## config.mk

```make
export PLATFORM = sky130hd
export DESIGN_NAME = tdm_demux4
export DESIGN_NICKNAME = d
export VERILOG_FILES = /design/src/rtl/tdm_demux4.sv
export SDC_FILE = /design/constraint.sdc
export NUM_CORES = 1
export LEC_CHECK = 0
export ABC_AREA = 1
export BUFFER_PORTS_ARGS = -buffer_cell sky130_fd_sc_hd__buf_4
export CORE_UTILIZATION = 45
export CTS_BUF_LIST = sky130_fd_sc_hd__clkbuf_8
export DETAILED_ROUTE_END_ITERATION = 10
export HOLD_SLACK_MARGIN = 0.12
export PLACE_DENSITY = 0.71
export SKIP_LAST_GASP = 1
export SYNTH_ARGS = -nofsm -noshare
export SYNTH_HDL_FRONTEND = slang
export SYNTH_SLANG_ARGS = --single-unit
```

## constraint.sdc

```tcl
create_clock -name clk -period 1.7 [get_ports clk]
set_clock_uncertainty 0.15 [all_clocks]
set_input_delay 0.085 -clock clk [delete_from_list [all_inputs] [get_ports clk]]
set_output_delay 0.085 -clock clk [all_outputs]
set_load 0.005 [all_outputs]
```

## src/rtl/tdm_demux4.sv

```systemverilog
// rtl/tdm_demux4.sv - 4-slot TDM demultiplexer with frame alignment and error counting
//
// Takes a serialised stream of four channel words (one slot per valid beat,
// slot 0 flagged by sync_i) and presents each complete frame in parallel.
//
// Ports:
//   clk, rst          clock and synchronous active-high reset
//   din_valid         a slot word is present on din this cycle
//   sync_i            current beat is slot 0 (only meaningful with din_valid)
//   din[W]            serialised slot data
//   out0..out3[W]     channel words of the last complete frame
//   frame_valid       one-cycle pulse when out0..out3 are updated
//   frame_err         one-cycle pulse on an alignment error
//   locked            high while the aligner is in the LOCKED state
//   slot[2]           index of the next expected slot
//   err_cnt[CNT_W]    saturating count of frame_err pulses

module tdm_demux4 #(
    parameter int W     = 1,
    parameter int CNT_W = 8
) (
    input  logic             clk,
    input  logic             rst,
    input  logic             din_valid,
    input  logic             sync_i,
    input  logic [W-1:0]     din,
    output logic [W-1:0]     out0,
    output logic [W-1:0]     out1,
    output logic [W-1:0]     out2,
    output logic [W-1:0]     out3,
    output logic             frame_valid,
    output logic             frame_err,
    output logic             locked,
    output logic [1:0]       slot,
    output logic [CNT_W-1:0] err_cnt
);

    typedef enum logic {
        ST_HUNT   = 1'b0,
        ST_LOCKED = 1'b1
    } state_t;

    state_t             state_q, state_d;
    logic [1:0]         slot_q, slot_d;
    logic [W-1:0]       sh0_q, sh0_d;
    logic [W-1:0]       sh1_q, sh1_d;
    logic [W-1:0]       sh2_q, sh2_d;
    logic [W-1:0]       out0_q, out0_d;
    logic [W-1:0]       out1_q, out1_d;
    logic [W-1:0]       out2_q, out2_d;
    logic [W-1:0]       out3_q, out3_d;
    logic               fv_q, fv_d;
    logic               fe_q, fe_d;
    logic [CNT_W-1:0]   cnt_q, cnt_d;

    always_comb begin
        state_d = state_q;
        slot_d  = slot_q;
        sh0_d   = sh0_q;
        sh1_d   = sh1_q;
        sh2_d   = sh2_q;
        out0_d  = out0_q;
        out1_d  = out1_q;
        out2_d  = out2_q;
        out3_d  = out3_q;
        fv_d    = 1'b0;
        fe_d    = 1'b0;
        cnt_d   = cnt_q;

        if (din_valid) begin
            case (state_q)
                ST_HUNT: begin
                    if (sync_i) begin
                        sh0_d   = din;
                        slot_d  = 2'd1;
                        state_d = ST_LOCKED;
                    end
                end
                ST_LOCKED: begin
                    if (slot_q == 2'd0) begin
                        if (sync_i) begin
                            sh0_d  = din;
                            slot_d = 2'd1;
                        end else begin
                            // Missing sync: drop the beat and go back to hunting.
                            fe_d    = 1'b1;
                            slot_d  = 2'd0;
                            state_d = ST_HUNT;
                        end
                    end else if (sync_i) begin
                        // Early sync: abandon the partial frame and restart
                        // alignment on this beat as slot 0.
                        fe_d   = 1'b1;
                        sh0_d  = din;
                        slot_d = 2'd1;
                    end else begin
                        case (slot_q)
                            2'd1: begin
                                sh1_d  = din;
                                slot_d = 2'd2;
                            end
                            2'd2: begin
                                sh2_d  = din;
                                slot_d = 2'd3;
                            end
                            default: begin
                                // Slot 3 goes straight to out3; no shadow needed.
                                out0_d = sh0_q;
                                out1_d = sh1_q;
                                out2_d = sh2_q;
                                out3_d = din;
                                fv_d   = 1'b1;
                                slot_d = 2'd0;
                            end
                        endcase
                    end
                end
                default: begin
                    state_d = ST_HUNT;
                    slot_d  = 2'd0;
                end
            endcase
        end

        if (fe_d && (cnt_q != {CNT_W{1'b1}})) begin
            cnt_d = cnt_q + CNT_W'(1);
        end
    end

    always_ff @(posedge clk) begin
        if (rst) begin
            state_q <= ST_HUNT;
            slot_q  <= 2'd0;
            sh0_q   <= '0;
            sh1_q   <= '0;
            sh2_q   <= '0;
            out0_q  <= '0;
            out1_q  <= '0;
            out2_q  <= '0;
            out3_q  <= '0;
            fv_q    <= 1'b0;
            fe_q    <= 1'b0;
            cnt_q   <= '0;
        end else begin
            state_q <= state_d;
            slot_q  <= slot_d;
            sh0_q   <= sh0_d;
            sh1_q   <= sh1_d;
            sh2_q   <= sh2_d;
            out0_q  <= out0_d;
            out1_q  <= out1_d;
            out2_q  <= out2_d;
            out3_q  <= out3_d;
            fv_q    <= fv_d;
            fe_q    <= fe_d;
            cnt_q   <= cnt_d;
        end
    end

    assign out0        = out0_q;
    assign out1        = out1_q;
    assign out2        = out2_q;
    assign out3        = out3_q;
    assign frame_valid = fv_q;
    assign frame_err   = fe_q;
    assign locked      = (state_q == ST_LOCKED);
    assign slot        = slot_q;
    assign err_cnt     = cnt_q;

endmodule
```

Word-level counts from Yosys, hierarchy flattened --
Cells that the tools add are included. W data, S select, Z words.
Storage, ports and cells: input bits 5, logic and storage cells 46, register bits after elaboration 20, output and inout port bits 17
Operators by class: equality and inequality tests 4, reductions and logical operators 9, bitwise logic cells 5, $add $sub $neg 1, mux-type cells 15
Operators by type and width (count):
- $reduce_and A5 Y1 | 3
- $mux W1 | 9
- $add A8 B1 Y8 const B | 1
- $ne A8 B8 Y1 const B | 1
- $pmux W2 S2 | 2
- $mux W2 | 3
- $not A1 Y1 | 5
- $reduce_or A5 Y1 | 1
- $reduce_and A2 Y1 | 2
- $eq A2 B1 Y1 const B | 1
- $eq A2 B2 Y1 const B | 1
- $logic_not A2 Y1 | 1
- $ne A2 B2 Y1 const B | 1
- $pmux W1 S2 | 1
- $reduce_or A2 Y1 | 1
- $logic_and A1 B1 Y1 | 1

Logic depth before layout (Yosys ltp) --
depth in word-level cells 5, gate-level depth with buffers 10

Worst setup path after synthesis --
Ideal clock, no wire load.
path kind reg-to-reg, start point register slot_q[0], in the netlist slot[0], end point register cnt_q[7], in the netlist err_cnt[7], setup time 116 ps, data arrival time 1467 ps, cell stages (with the launch flop) 10, data required time 1434 ps, path buffers 0, setup slack -32 ps, cell sequence dfxtp_1 -> inv_1 -> ha_1 -> ha_1 -> inv_1 -> nand2_4 -> nor2_4 -> nand2_1 -> o21ai_0 -> nor2_1
Between the ends: longest elaborated chain between the ends 5
Ends and longest elaborated chain:
- start: declaration | RTL line 44 | logic [1:0] slot_q, slot_d;
- start signal: assignment | RTL line 146 | slot_q <= slot_d;
- $logic_not A2 Y1 | RTL line 80 | if (slot_q == 2'd0) begin
- $mux W1 | RTL line 80
- $mux W1 | RTL line 71 | case (state_q)
- $mux W1 | RTL line 70 | if (din_valid) begin
- $logic_and A1 B1 Y1 | RTL line 125 | if (fe_d && (cnt_q != {CNT_W{1'b1}})) begin
- end signal: assignment | RTL line 156 | cnt_q <= cnt_d;
- end: declaration | RTL line 54 | logic [CNT_W-1:0] cnt_q, cnt_d;
No other way between the ends. A chain may end at the register's enable or synchronous reset.

Final worst setup path --
start point input sync_i, end point register cnt_q[7], in the netlist err_cnt[7]
Between the ends: longest elaborated chain between the ends 5, elaborated cells on any way between the ends 6, classes of those cells mux: 5; reduce/logical: 1
Ends and longest elaborated chain:
- start: declaration | RTL line 25 | input logic sync_i,
- $mux W1 (on tied branches) | RTL line 90, 81
- $mux W1 (*) | RTL line 80
- $mux W1 (*) | RTL line 71
- $mux W1 (*) | RTL line 70
- $logic_and A1 B1 Y1 (*) | RTL line 125
Every way passes the cells marked *; elsewhere a longest branch is shown, timed or not.

==> impl_metrics.csv <==
group,metric,value,unit
route,drtAntennaViolNets,0,
route,drtIter0Drc,21,
worst_setup_path,crit_arrival,1.60,ns
sta,period_share,94.2,%
worst_setup_path,slowest_delay,0.53,ns
route,vias_per_cell,4.78,
sta,setup_tns,0,ns
floorplanning,die_w,49.2,um
worst_setup_path,crit_required,1.70,ns
global_route,grt.total_usage,18.4,%
worst_setup_path,path_cells,"dlygate4sd3_1 > buf_4 > inv_2 > ha_4 > inv_2 > nand2_4 > nor2_4 > nand2_1 > o21ai_0 > nor2_1",
cts,clk_pin_slew,0.07,ns
yosys,synth-xor-area-share,0,%
global_route,grt_max_degree,17,
placed_design,dp_slack,-0.0212,ns
global_route,grt_remaining_overflow,0,
power_and_ir_drop,power_density,692,nW/um2
sta,min_period,1.60,ns
power_and_ir_drop,p_total,0.000929,W
yosys,synth.yosys.seq_area_share,40.0,%
power_and_ir_drop,ir_drop,468,uV
placed_design,placed_cell_area,1210,um2
worst_setup_path,crit_path_top_delay_cell,"dlygate4sd3_1",
floorplanning,core_area,2020,um2
floorplanning,die_y,49.2,um
global_route,grt_pass1_wl,3510,um
final_layout,final_cell_mix,"nor2_1, buf_4, nand2_1, dfxtp_1, o21ai_0",
yosys,synth_top_area_share,40.0,%
yosys,synth_nets,144,
yosys,synth-compound-area-share,10.1,%
route,num_vias,908,
outcome,status,"complete, no violations",
worst_setup_path,crit_top_cell,"inv_2",
yosys,synthSimpleGateAreaFrac,34.9,%
placed_design,hpwlAfterDp,1530,um
sta,finalHoldViolCount,0,
route,drcViolationCount,0,
floorplanning,dieArea,2420,um2
global_route,antenna_found_initial,0,
final_layout,final_common_cell,"nor2_1",
sta,max_slew_margin,73.2,%
sta,clock.fmax,625,MHz
final_layout,finish.instance_area,1340,um2
route,wl_per_cell,10.6,um
route,first_pass_iters,4,
floorplanning,io_pins,22,
worst_setup_path,critPathCaptureType,"register",
final_layout,final_nets,176,
cts,cts_tree,"yes",
yosys,muxShareOfSynthArea,0,%
sta,worst_pin_slew,0.402,ns
cts,clock-root-buffer,"clkbuf_8",
worst_setup_path,critical_path_class,"input pin to register",
sta,rsz0062_at_grt,"false",
cts,clock_path_buffers,2,
yosys,ys_ff_latch,20,
final_layout,diodes,0,
yosys,synthTopCellsByArea,"dfxtp_1, nor2_1, ha_1",
placed_design,place.gp.congestion,0.877,
sta,setup_violations,0,
global_route,grt_pass1_vias,819,
yosys,synth_top_family_by_area,"simple AND/OR/NAND/NOR gates",
sta,fin_ws,0.0987,ns
yosys,ys_warn_count,0,
worst_setup_path,path_delay_family,"buffers and inverters",
yosys,synth_largest_area_cell,"dfxtp_1",
yosys,syn_area,1000,um2
floorplanning,fp-row-count,16,
worst_setup_path,cp_num_buf_inv,4,
job,drv_cap,0,
yosys,synth_fa_ha_area_share,8.75,%
sta,slew_viol_final,0,
placed_design,io_buffers,21,
cts,clock-sinks,20,
floorplanning,initial_utilization,49.5,%
final_layout,syn_to_final_growth,34.1,%
cts,clock_latency,0.25,ns
cts,cts_made_buffers,3,
power_and_ir_drop,leakagePower,0.604,nW
hold_path,hold_class,"register to register",
worst_setup_path,cp_max_fo,4,
yosys,synth_cells,132,
final_layout,drive_gt1_share,31.3,%
yosys,synth_cell_types,17,
worst_setup_path,startpoint_type,"input pin",
route,wirelength,2010,um
cts,htree_levels,1,
yosys,syn_area_per_cell,7.58,um2
layer usage:
layer	global-route usage, %	part of all wire, %
met1	26.0	51
met2	28.5	45
met3	2.80	3.3
met4	5.88	0.55
met5	0	0
layout make-up:
type                       instances  area [um2]
fill                             174         679
multi-input combinational         97         573
sequential                        20         403
timing repair buffer              28         220
inverter                          14        57.6
clock buffer                       4        55.1
tap                               27        33.8
state kept, by name, indices dropped and copies added, names as in the netlist:
signal       count
frame_err        1
out0             1
slot             2
sh1_q            1
sh0_q            1
locked           1
out3             1
out1             1
frame_valid      1
out2             1
sh2_q            1
err_cnt          8
cells in the mapped netlist, drive strengths merged:
library cell  count
a21oi             8
a31oi             1
buf               1
dfxtp            20
ha                7
inv              14
nand2            26
nand3             9
nor2             34
nor3              1
o21ai            11
tightest hold or removal path: cells and delay by family (launching register included):
family           cells  cell delay, ns
flip-flops           1            0.32
AND/OR/NAND/NOR      1            0.06
AO/OA/AOI/OAI        1            0.05
stage by stage:
| step | utilization (%) | hold WS (ns) | cells |
|---|---|---|---|
| 2_1_floorplan | - | -0.00335 | 132 |
| 3_3_place_gp | 60.0 | 0.135 | 182 |
| 3_5_place_dp | 60.0 | 0.137 | 182 |
| 4_1_cts | 65.3 | 0.313 | 190 |
| 5_1_grt | 66.4 | 0.347 | 190 |
| 6_report | 66.4 | 0.327 | 190 |
kinds of logic (layout without fill, tap and decap cells):
group,after synthesis,after routing
simple gates,70,70
compound gates,20,20
flops,20,20
buf+inv,15,46
fa+ha+maj,7,7
worst paths after layout:
path / startpoint / end / slack, ns / cells past startpoint
max: sync_i / err_cnt[7]$_SDFFE_PP0P_ / 0.1 / 10
min: sh1_q$_SDFFE_PP0P_ / sh1_q$_SDFFE_PP0P_ / 0.33 / 2
max reg2reg: slot[0]$_SDFFE_PP0P_ / err_cnt[7]$_SDFFE_PP0P_ / 0.14 / 9
min reg2reg: sh1_q$_SDFFE_PP0P_ / sh1_q$_SDFFE_PP0P_ / 0.33 / 2
power breakdown:
| part | total (W) | switching [W] | leakage, nW | internal, W |
|---|---|---|---|---|
| clock | 0.000347 | 0.000142 | 0.0288 | 0.000205 |
| combinational | 0.0000990 | 0.0000525 | 0.413 | 0.0000465 |
| sequential | 0.000482 | 0.00000615 | 0.163 | 0.000476 |
repair_timing:
| item | in CTS | in global routing |
|---|---|---|
| setup endpoints to repair | 3 | 4 |
| hold buffers | 4 | 0 |
| buffers inserted | 0 | 0 |
| pin swaps | 1 | 3 |
| endpoints found under the hold margin | 8 | 0 |
| gates resized for setup | 2 | 7 |
(Power assumes the default switching activity.)
